## src/rtl/a2d_arb_pkg.sv

```systemverilog
// a2d_arb_pkg
// Shared types and widths for the A2D arbiter slice.
//   state_t  : arbiter FSM states (IDLE, GRANT, WAIT, DONE)
//   CHNNL_W  : A2D channel select width
//   RES_W    : A2D conversion result width
//   IDX_W    : requester index width (covers up to 4 requesters)
//   WD_W     : watchdog counter width (used when A2D_TIMEOUT_EN is defined)
package a2d_arb_pkg;

   localparam int CHNNL_W = 3;
   localparam int RES_W   = 12;
   localparam int IDX_W   = 2;
   localparam int WD_W    = 14;

   typedef enum logic [1:0] {
      IDLE,
      GRANT,
      WAIT,
      DONE
   } state_t;

endpackage

```

## src/rtl/a2d_arbiter_rr_pick.sv

```systemverilog
// rr_pick
// Combinational round-robin selector. The search starts at last_gnt+1 and
// wraps around, so the most recently served requester has lowest priority.
// Ports:
//   req       : per-requester request vector
//   last_gnt  : index of the requester served most recently
//   winner    : index of the selected requester (0 when nothing requested)
//   any_valid : high when at least one request is pending
module rr_pick
   import a2d_arb_pkg::*;
#(
   parameter int NUM_REQ = 2
) (
   input  logic [NUM_REQ-1:0] req,
   input  logic [IDX_W-1:0]   last_gnt,
   output logic [IDX_W-1:0]   winner,
   output logic               any_valid
);

   // Walk offsets 1..NUM_REQ from last_gnt; the first pending request wins.
   // The inner loop keeps every bit-select constant so no variable index is
   // needed into req.
   always_comb begin
      winner    = '0;
      any_valid = 1'b0;
      for (int k = 1; k <= NUM_REQ; k++) begin
         for (int i = 0; i < NUM_REQ; i++) begin
            if (!any_valid && req[i] && (((int'(last_gnt) + k) % NUM_REQ) == i)) begin
               winner    = IDX_W'(i);
               any_valid = 1'b1;
            end
         end
      end
   end

endmodule

```

## src/rtl/a2d_arbiter.sv

```systemverilog
// a2d_arbiter
// Shares one A2D converter interface between NUM_REQ requesters using
// round-robin arbitration, one conversion in flight at a time.
// Optional watchdog: define A2D_TIMEOUT_EN to abort a conversion that never
// completes within TIMEOUT_CYC clocks of WAIT (err + done pulse, res kept).
// Ports:
//   clk, rst   : clock, asynchronous active-high reset
//   req        : per-requester request, held until that requester's done
//   req_chnnl  : 3-bit channel per requester, requester i at [3i+2:3i]
//   gnt        : one-hot grant, GRANT through DONE
//   done       : one-cycle pulse to the granted requester
//   res        : last captured conversion result
//   err        : one-cycle watchdog abort pulse (0 without A2D_TIMEOUT_EN)
//   strt_cnv   : one-cycle conversion start to the A2D interface
//   chnnl      : channel to the A2D interface
//   cnv_cmplt  : conversion complete level from the A2D interface
//   A2D_res    : conversion result, valid while cnv_cmplt is high
module a2d_arbiter
   import a2d_arb_pkg::*;
#(
   parameter int NUM_REQ     = 2,
   parameter int TIMEOUT_CYC = 8192
) (
   input  logic                       clk,
   input  logic                       rst,
   input  logic [NUM_REQ-1:0]         req,
   input  logic [CHNNL_W*NUM_REQ-1:0] req_chnnl,
   output logic [NUM_REQ-1:0]         gnt,
   output logic [NUM_REQ-1:0]         done,
   output logic [RES_W-1:0]           res,
   output logic                       err,
   output logic                       strt_cnv,
   output logic [CHNNL_W-1:0]         chnnl,
   input  logic                       cnv_cmplt,
   input  logic [RES_W-1:0]           A2D_res
);

   state_t               state_q, state_d;
   logic [IDX_W-1:0]     gnt_idx_q, gnt_idx_d;
   logic [IDX_W-1:0]     last_gnt_q, last_gnt_d;
   logic [CHNNL_W-1:0]   chnnl_q, chnnl_d;
   logic [RES_W-1:0]     res_q, res_d;

   logic [IDX_W-1:0]     winner;
   logic                 any_valid;
   logic [CHNNL_W-1:0]   winner_chnnl;
   logic [NUM_REQ-1:0]   sel_oh;

`ifdef A2D_TIMEOUT_EN
   localparam logic [WD_W-1:0] TO_LAST = WD_W'(TIMEOUT_CYC - 1);

   logic [WD_W-1:0]      wd_cnt_q, wd_cnt_d;
   logic                 timed_out_q, timed_out_d;
`else
   logic                 unused_timeout_cfg;
   assign unused_timeout_cfg = (TIMEOUT_CYC == 0);
`endif

   rr_pick #(
      .NUM_REQ   (NUM_REQ)
   ) u_rr_pick (
      .req       (req),
      .last_gnt  (last_gnt_q),
      .winner    (winner),
      .any_valid (any_valid)
   );

   // Channel of the round-robin winner and one-hot decode of the held grant.
   always_comb begin
      winner_chnnl = '0;
      sel_oh       = '0;
      for (int i = 0; i < NUM_REQ; i++) begin
         if (winner == IDX_W'(i)) begin
            winner_chnnl = req_chnnl[i*CHNNL_W +: CHNNL_W];
         end
         sel_oh[i] = (gnt_idx_q == IDX_W'(i));
      end
   end

   // Next-state logic. cnv_cmplt is only looked at in WAIT, so a stale or
   // stray completion level in any other state has no effect.
   always_comb begin
      state_d    = state_q;
      gnt_idx_d  = gnt_idx_q;
      last_gnt_d = last_gnt_q;
      chnnl_d    = chnnl_q;
      res_d      = res_q;
`ifdef A2D_TIMEOUT_EN
      wd_cnt_d    = wd_cnt_q;
      timed_out_d = timed_out_q;
`endif
      case (state_q)
         IDLE: begin
            if (any_valid) begin
               gnt_idx_d = winner;
               chnnl_d   = winner_chnnl;
               state_d   = GRANT;
`ifdef A2D_TIMEOUT_EN
               timed_out_d = 1'b0;
`endif
            end
         end
         GRANT: begin
            state_d = WAIT;
`ifdef A2D_TIMEOUT_EN
            wd_cnt_d = '0;
`endif
         end
         WAIT: begin
            // A completion in the same cycle as the watchdog limit wins.
            if (cnv_cmplt) begin
               res_d   = A2D_res;
               state_d = DONE;
            end
`ifdef A2D_TIMEOUT_EN
            else if (wd_cnt_q == TO_LAST) begin
               timed_out_d = 1'b1;
               state_d     = DONE;
            end else begin
               wd_cnt_d = wd_cnt_q + 1'b1;
            end
`endif
         end
         DONE: begin
            last_gnt_d = gnt_idx_q;
            state_d    = IDLE;
         end
         default: state_d = IDLE;
      endcase
   end

   // last_gnt resets to the highest index so requester 0 wins first.
   always_ff @(posedge clk or posedge rst) begin
      if (rst) begin
         state_q    <= IDLE;
         gnt_idx_q  <= '0;
         last_gnt_q <= IDX_W'(NUM_REQ - 1);
         chnnl_q    <= '0;
         res_q      <= '0;
`ifdef A2D_TIMEOUT_EN
         wd_cnt_q    <= '0;
         timed_out_q <= 1'b0;
`endif
      end else begin
         state_q    <= state_d;
         gnt_idx_q  <= gnt_idx_d;
         last_gnt_q <= last_gnt_d;
         chnnl_q    <= chnnl_d;
         res_q      <= res_d;
`ifdef A2D_TIMEOUT_EN
         wd_cnt_q    <= wd_cnt_d;
         timed_out_q <= timed_out_d;
`endif
      end
   end

   // All outputs decode directly from registered state, so they are glitch
   // free and drop to reset values as soon as rst asserts.
   assign strt_cnv = (state_q == GRANT);
   assign gnt      = (state_q == IDLE) ? '0 : sel_oh;
   assign done     = (state_q == DONE) ? sel_oh : '0;
   assign chnnl    = chnnl_q;
   assign res      = res_q;
`ifdef A2D_TIMEOUT_EN
   assign err      = (state_q == DONE) && timed_out_q;
`else
   assign err      = 1'b0;
`endif

endmodule

```

## config.mk

```make
export PLATFORM = sky130hd
export DESIGN_NAME = a2d_arbiter
export DESIGN_NICKNAME = d
export VERILOG_FILES = /design/src/rtl/a2d_arb_pkg.sv /design/src/rtl/a2d_arbiter_rr_pick.sv /design/src/rtl/a2d_arbiter.sv
export SDC_FILE = /design/constraint.sdc
export NUM_CORES = 1
export LEC_CHECK = 0
export ABC_AREA = 1
export CAP_MARGIN = 20
export CORE_MARGIN = 3
export CORE_UTILIZATION = 42
export DETAILED_ROUTE_END_ITERATION = 10
export MAX_ROUTING_LAYER = met4
export PLACE_DENSITY = 0.89
export SLEW_MARGIN = 0
export SYNTH_ARGS = -nofsm -noshare
export SYNTH_HDL_FRONTEND = slang
export SYNTH_SLANG_ARGS = --single-unit
```

## constraint.sdc

```tcl
create_clock -name clk -period 1.9 [get_ports clk]
set_clock_uncertainty 0.05 [all_clocks]
set_input_delay 0.19 -clock clk [delete_from_list [all_inputs] [get_ports clk]]
set_output_delay 0.19 -clock clk [all_outputs]
set_load 0.005 [all_outputs]
```

==> results of run 1 <==
[state kept, by name (all words and copies together), names as in the netlist]
| register | cells |
|---|---|
| res | 12 |
| chnnl | 3 |
| state_q | 2 |
| gnt_idx_q | 1 |
| last_gnt_q | 1 |
[routing by layer]
metal / GRT usage [%] / share of wire, % / vias up
met5: - / 0 / -
met4: 3.83 / 0.37 / 0
met3: 2.85 / 7.8 / 2
met2: 35.3 / 50 / 33
met1: 19.3 / 42 / 384
li1: - / - / 429
[Yosys cell counts]
| library cell | instances |
|---|---|
| inv_1 | 7 |
| conb_1 | 1 |
| dfrtp_1 | 18 |
| nand2_2 | 1 |
| nand3_1 | 16 |
| nand2_1 | 50 |
| dfstp_2 | 1 |
| buf_4 | 3 |
| nor2_1 | 5 |
| inv_2 | 1 |
| o21ai_0 | 1 |
| ha_1 | 4 |
| buf_6 | 1 |
| o21ai_2 | 1 |
| a21oi_1 | 1 |
[through the flow]
step	power, mW	worst slack [ps]	instance area, sq um
3_5_place_dp	1.70	331	1340
2_1_floorplan	1.15	723	906
6_report	1.90	94.7	1380
4_1_cts	1.90	0.478	1370
5_1_grt	2.07	22.8	1380
3_3_place_gp	1.64	380	1340
[area by class of cell]
type / count / share of cell area (%)
Clock buffer: 4 / 1.90
Inverter: 8 / 2.17
Multi-Input combinational cell: 80 / 27.3
Sequential cell: 19 / 34.5
Tap cell: 27 / 2.44
Timing Repair Buffer: 44 / 31.7
[where the power goes]
part | internal [mW] | switching, mW | leakage [nW]
clock network | 0.0814 | 0.112 | 0.0150
logic | 0.552 | 0.434 | 0.458
registers | 0.599 | 0.118 | 0.235
total | 1.23 | 0.664 | 0.708
[cell usage in the layout (no fill, tap or decap)]
master / instances
a21oi_1: 1
buf_4: 2
clkbuf_1: 1
clkbuf_4: 3
clkdlybuf4s50_1: 41
conb_1: 1
dfrtp_1: 18
dfstp_2: 1
dlymetal6s2s_1: 1
ha_1: 3
ha_4: 1
inv_1: 7
inv_2: 1
nand2_1: 50
nand2_2: 1
nand3_1: 16
nor2_1: 5
o21ai_0: 1
o21ai_2: 1
[path summary, 6_finish.rpt]
path	from	endpoint	slack, ps	cells after the start
min in group clk	A2D_res[7]	res[7]	390	3
hold / removal	rst	state_q[0]	250	2
hold reg to reg	last_gnt_q[0]	last_gnt_q[0]	420	2
setup reg to reg	state_q[0]	res[6]	590	5
max in group asynchronous	rst	state_q[1]	1120	2
setup / recovery	state_q[0]	gnt[1]	90	4
[worst register-to-register path, stage by stage (launching register included)]
cell	delay, ps
dfrtp_1	410
inv_1	150
ha_1	260
nand2_2	180
nand2_1	110
nand2_1	50
[logic make-up after synthesis]
logic type | synth area share [%]
and+or+nand+nor | 32.3
DFF | 52.6
buffers and inverters | 7.04
adders and majority gates | 5.53
AOI/OAI and AO/OA | 2.07
other | 0.414
==> metrics.txt, run 1 <==
outcome=complete, no violations; Final Setup Violations=0; critical path's top delay family=buffers and inverters; number of global-route vias before repair=approximately 900; Layout Utilization=roughly 70%; Area contributors post-synth=dfrtp_1, nand2_1, nand3_1; Worst-path clk slew=~100 ps; effective utilization at floorplan=between 40% and 50%; first-pass GRT wire length=roughly 3700 um; Post-CTS Hold Buffers=0; Initial DRT Pass Iterations=4; hold_ws=~250 ps; Slowest cell on crit path=clkdlybuf4s50_1; Site Rows=16; Pleak=around 0.71 nW; Syn Nets=around 140; global placement routability congestion=approximately 0.6; max-slew violations=0; maxcap violations=0; Die Y=between 50 and 60 um; RSZ-0062 raised after global routing=no; Post-Synthesis Cells=roughly 110; root buf cell=clkbuf_4; part of the cycle the worst path needs=between 90% and 100%; Startpoint Class=flip-flop; worst-margin pin slew=slightly below 700 ps; grt total ovfl=0; final std cells w/o fill=between 150 and 200; final period demand of the worst path=1810 ps; DIE WIDTH=approximately 52 um; PD cells=around 1400 nW/um^2; setup TNS=0 ps; Layout Nets=roughly 180; largest net degree at the start of global routing=20; multi-input logic area=378 sq um; GRT Util Overall=between 15 and 20%; antenna violations before repair=0; syn avg cell area=8.16 sq um; Slew Limit Headroom=54.3%; die footprint=2750 sq um; buffers and inverters on the worst path=2; Hold Crit Class=primary input to asynchronous set/reset pin; Num CTS Buffers=3; final hold viol count=0; clock latency on the worst-skew pair=between 200 and 300 ps; WL/cell=around 12 um; fmax=between 500 and 600 MHz; crit-path cells=inv_1 > ha_4 > nor2_1 > clkdlybuf4s50_1; hpwl dp=between 1500 and 2000 um; DR iter-0 viols=11; Yosys warnings=0; CTS tree=built; mean number of vias per cell=4.66; # Post-CTS Setup Buffers=0; Final ANT Viol Nets=0; Core ar.=between 2000 and 2500 sq um; Resized Gates After CTS=0; # placed instances=roughly 180; Fill cells=between 150 and 200; CP max stage delay=500 ps; CP required=about 1700 ps; share of the synthesized area in the top cell type=between 40 and 50%; Synth Cell Area=approximately 900 sq um; post-synthesis cell type count=15; share of cells above drive strength 1=6.45%; # DRC=0; Critical Path Sink Type=primary output; Critical Path AT=1570 ps; WL final=between 2000 and 2500 um; sequential fraction of the synthesis area=between 50% and 60%; Max IR drop VDD=approximately 1000 uV; flops & latches, synth=19; CP Class=flip-flop to primary output; area grow syn2layout=52.6%; crit-path max FO=5; Port Buf Inserts=between 40 and 50; Vias=approximately 850; Clock Sinks=19; H-tree Lvls=1; FF/Latch Area=approximately 480 sq um; IO Pins=44; dominant cell type by area after synthesis=dfrtp_1; ant diodes=0; CTS Buffer Depth=2
(Power assumes the default switching activity.)
==> run 2, diff against run 1 <==
- CORE_MARGIN: 3 -> unset
==> metrics.txt, run 2 (synthesized netlist as in run 1, its figures left out) <==
outcome=complete, no violations; die footprint=~2300 sq um; H-tree Lvls=1; clock latency on the worst-skew pair=~290 ps; Slew Limit Headroom=54.9%; max-slew violations=0; IO Pins=44; Max IR drop VDD=953 uV; Final Setup Violations=0; final std cells w/o fill=183; GRT Util Overall=~20%; most used cells in the layout excluding fill and tap cells=nand2_1, clkdlybuf4s50_1, dfrtp_1; WL/cell=around 12 um; CP Class=flip-flop to primary output; WL final=2130 um; Critical Path Sink Type=primary output; ant diodes=0; area grow syn2layout=53.5%; Vias=850; PD cells=~1400 nW/um^2; hold_ws=roughly 240 ps; number of global-route vias before repair=793; Fill cells=roughly 160; CTS Buffer Depth=2; fmax=about 550 MHz; routed wl met2=around 1100 um; DR iter-0 viols=12; root buf cell=clkbuf_4; Critical Path AT=around 1600 ps; worst-margin pin slew=~680 ps; Site Rows=16; Met3 Wirelength=~180 um; first-pass GRT wire length=3540 um; DIE WIDTH=~48 um; global placement routability congestion=between 0.7 and 0.8; highest routed layer=met4; Layout Nets=~180; maxcap violations=0; mean number of vias per cell=approximately 4.6; Worst-path clk slew=about 100 ps; setup TNS=0 ps; CP required=approximately 1700 ps; # placed instances=between 150 and 200; Post-CTS Hold Buffers=0; RSZ-0062 raised after global routing=no; final period demand of the worst path=between 1500 and 2000 ps; share of cells above drive strength 1=a little over 7%; Hold Crit Class=primary input to asynchronous set/reset pin; part of the cycle the worst path needs=a little over nine tenths; crit-path max FO=5; CTS tree=built; Met1 Routed Length=about 850 um; Clock Sinks=19; total power=1.92 mW; # DRC=0; effective utilization at floorplan=between 40 and 50%; final hold viol count=0; Largest register FFs=12; antenna violations before repair=0; grt total ovfl=0; Final ANT Viol Nets=0; Startpoint Class=flip-flop; Initial DRT Pass Iterations=4; Die Y=just under 50 um; largest net degree at the start of global routing=20; Port Buf Inserts=42; hpwl dp=approximately 1600 um; Pleak=~0.71 nW; most common cell after layout, fill and taps aside=nand2_1; Core ar.=2000 sq um; Num CTS Buffers=3
[run 2: changes by cell type in the layout (fill, tap and decap cells not counted), sizes merged]
cell	change
buf	+1
[run 2: final cells by class]
| type | count | area, sq um | area share, % |
|---|---|---|---|
| tap | 27 | 33.8 | 2.43 |
| multi-input combinational | 80 | 378 | 27.2 |
| clock buffer | 4 | 26.3 | 1.89 |
| sequential | 19 | 477 | 34.3 |
| inverter | 8 | 30.0 | 2.16 |
| timing repair buffer | 45 | 445 | 32.0 |
[run 2: power breakdown]
group	internal [mW]	total [mW]	switching [mW]	leakage (nW)
combinational	0.567	1.01	0.438	0.463
clock	0.0815	0.198	0.116	0.0150
sequential	0.599	0.719	0.120	0.235
total	1.25	1.92	0.674	0.712
[run 2: routing by layer]
layer | vias up | track usage, %
li1 | 428 | -
met5 | - | -
met4 | 0 | 4.41
met1 | 384 | 22.6
met3 | 2 | 4.40
met2 | 36 | 36.6
[run 2: per-stage QoR]
| stage | utilization (%) | setup WS [ps] | cell area [sq um] |
|---|---|---|---|
| 2_1_floorplan | - | 723 | 906 |
| 3_3_place_gp | 67.0 | 385 | 1340 |
| 3_5_place_dp | 67.0 | 321 | 1340 |
| 4_1_cts | 68.4 | 48.9 | 1370 |
| 5_1_grt | 69.4 | 0.869 | 1390 |
| 6_report | 69.4 | 84.9 | 1390 |
[run 2: worst max-delay path: stages, from the launching register on]
cell and delay [ps]:
dfrtp_1 390, inv_1 110, ha_4 190, nor2_1 90, clkdlybuf4s50_1 500
[run 2: what timing repair did]
action	CTS	global route
resized for setup	1	2
cloned	0	0
setup buffers	0	1
endpoints found under the setup margin	1	2
[run 2: path summary, 6_finish.rpt]
path | from | endpoint | slack (ps) | depth (start not counted)
max | state_q[0] | gnt[1] | 80 | 4
min reg2reg | last_gnt_q[0] | last_gnt_q[0] | 430 | 2
min in group clk | A2D_res[5] | res[5] | 390 | 3
max in group asynchronous | rst | res[10] | 1130 | 2
max reg2reg | state_q[0] | res[11] | 550 | 5
min | rst | gnt_idx_q[0] | 240 | 2
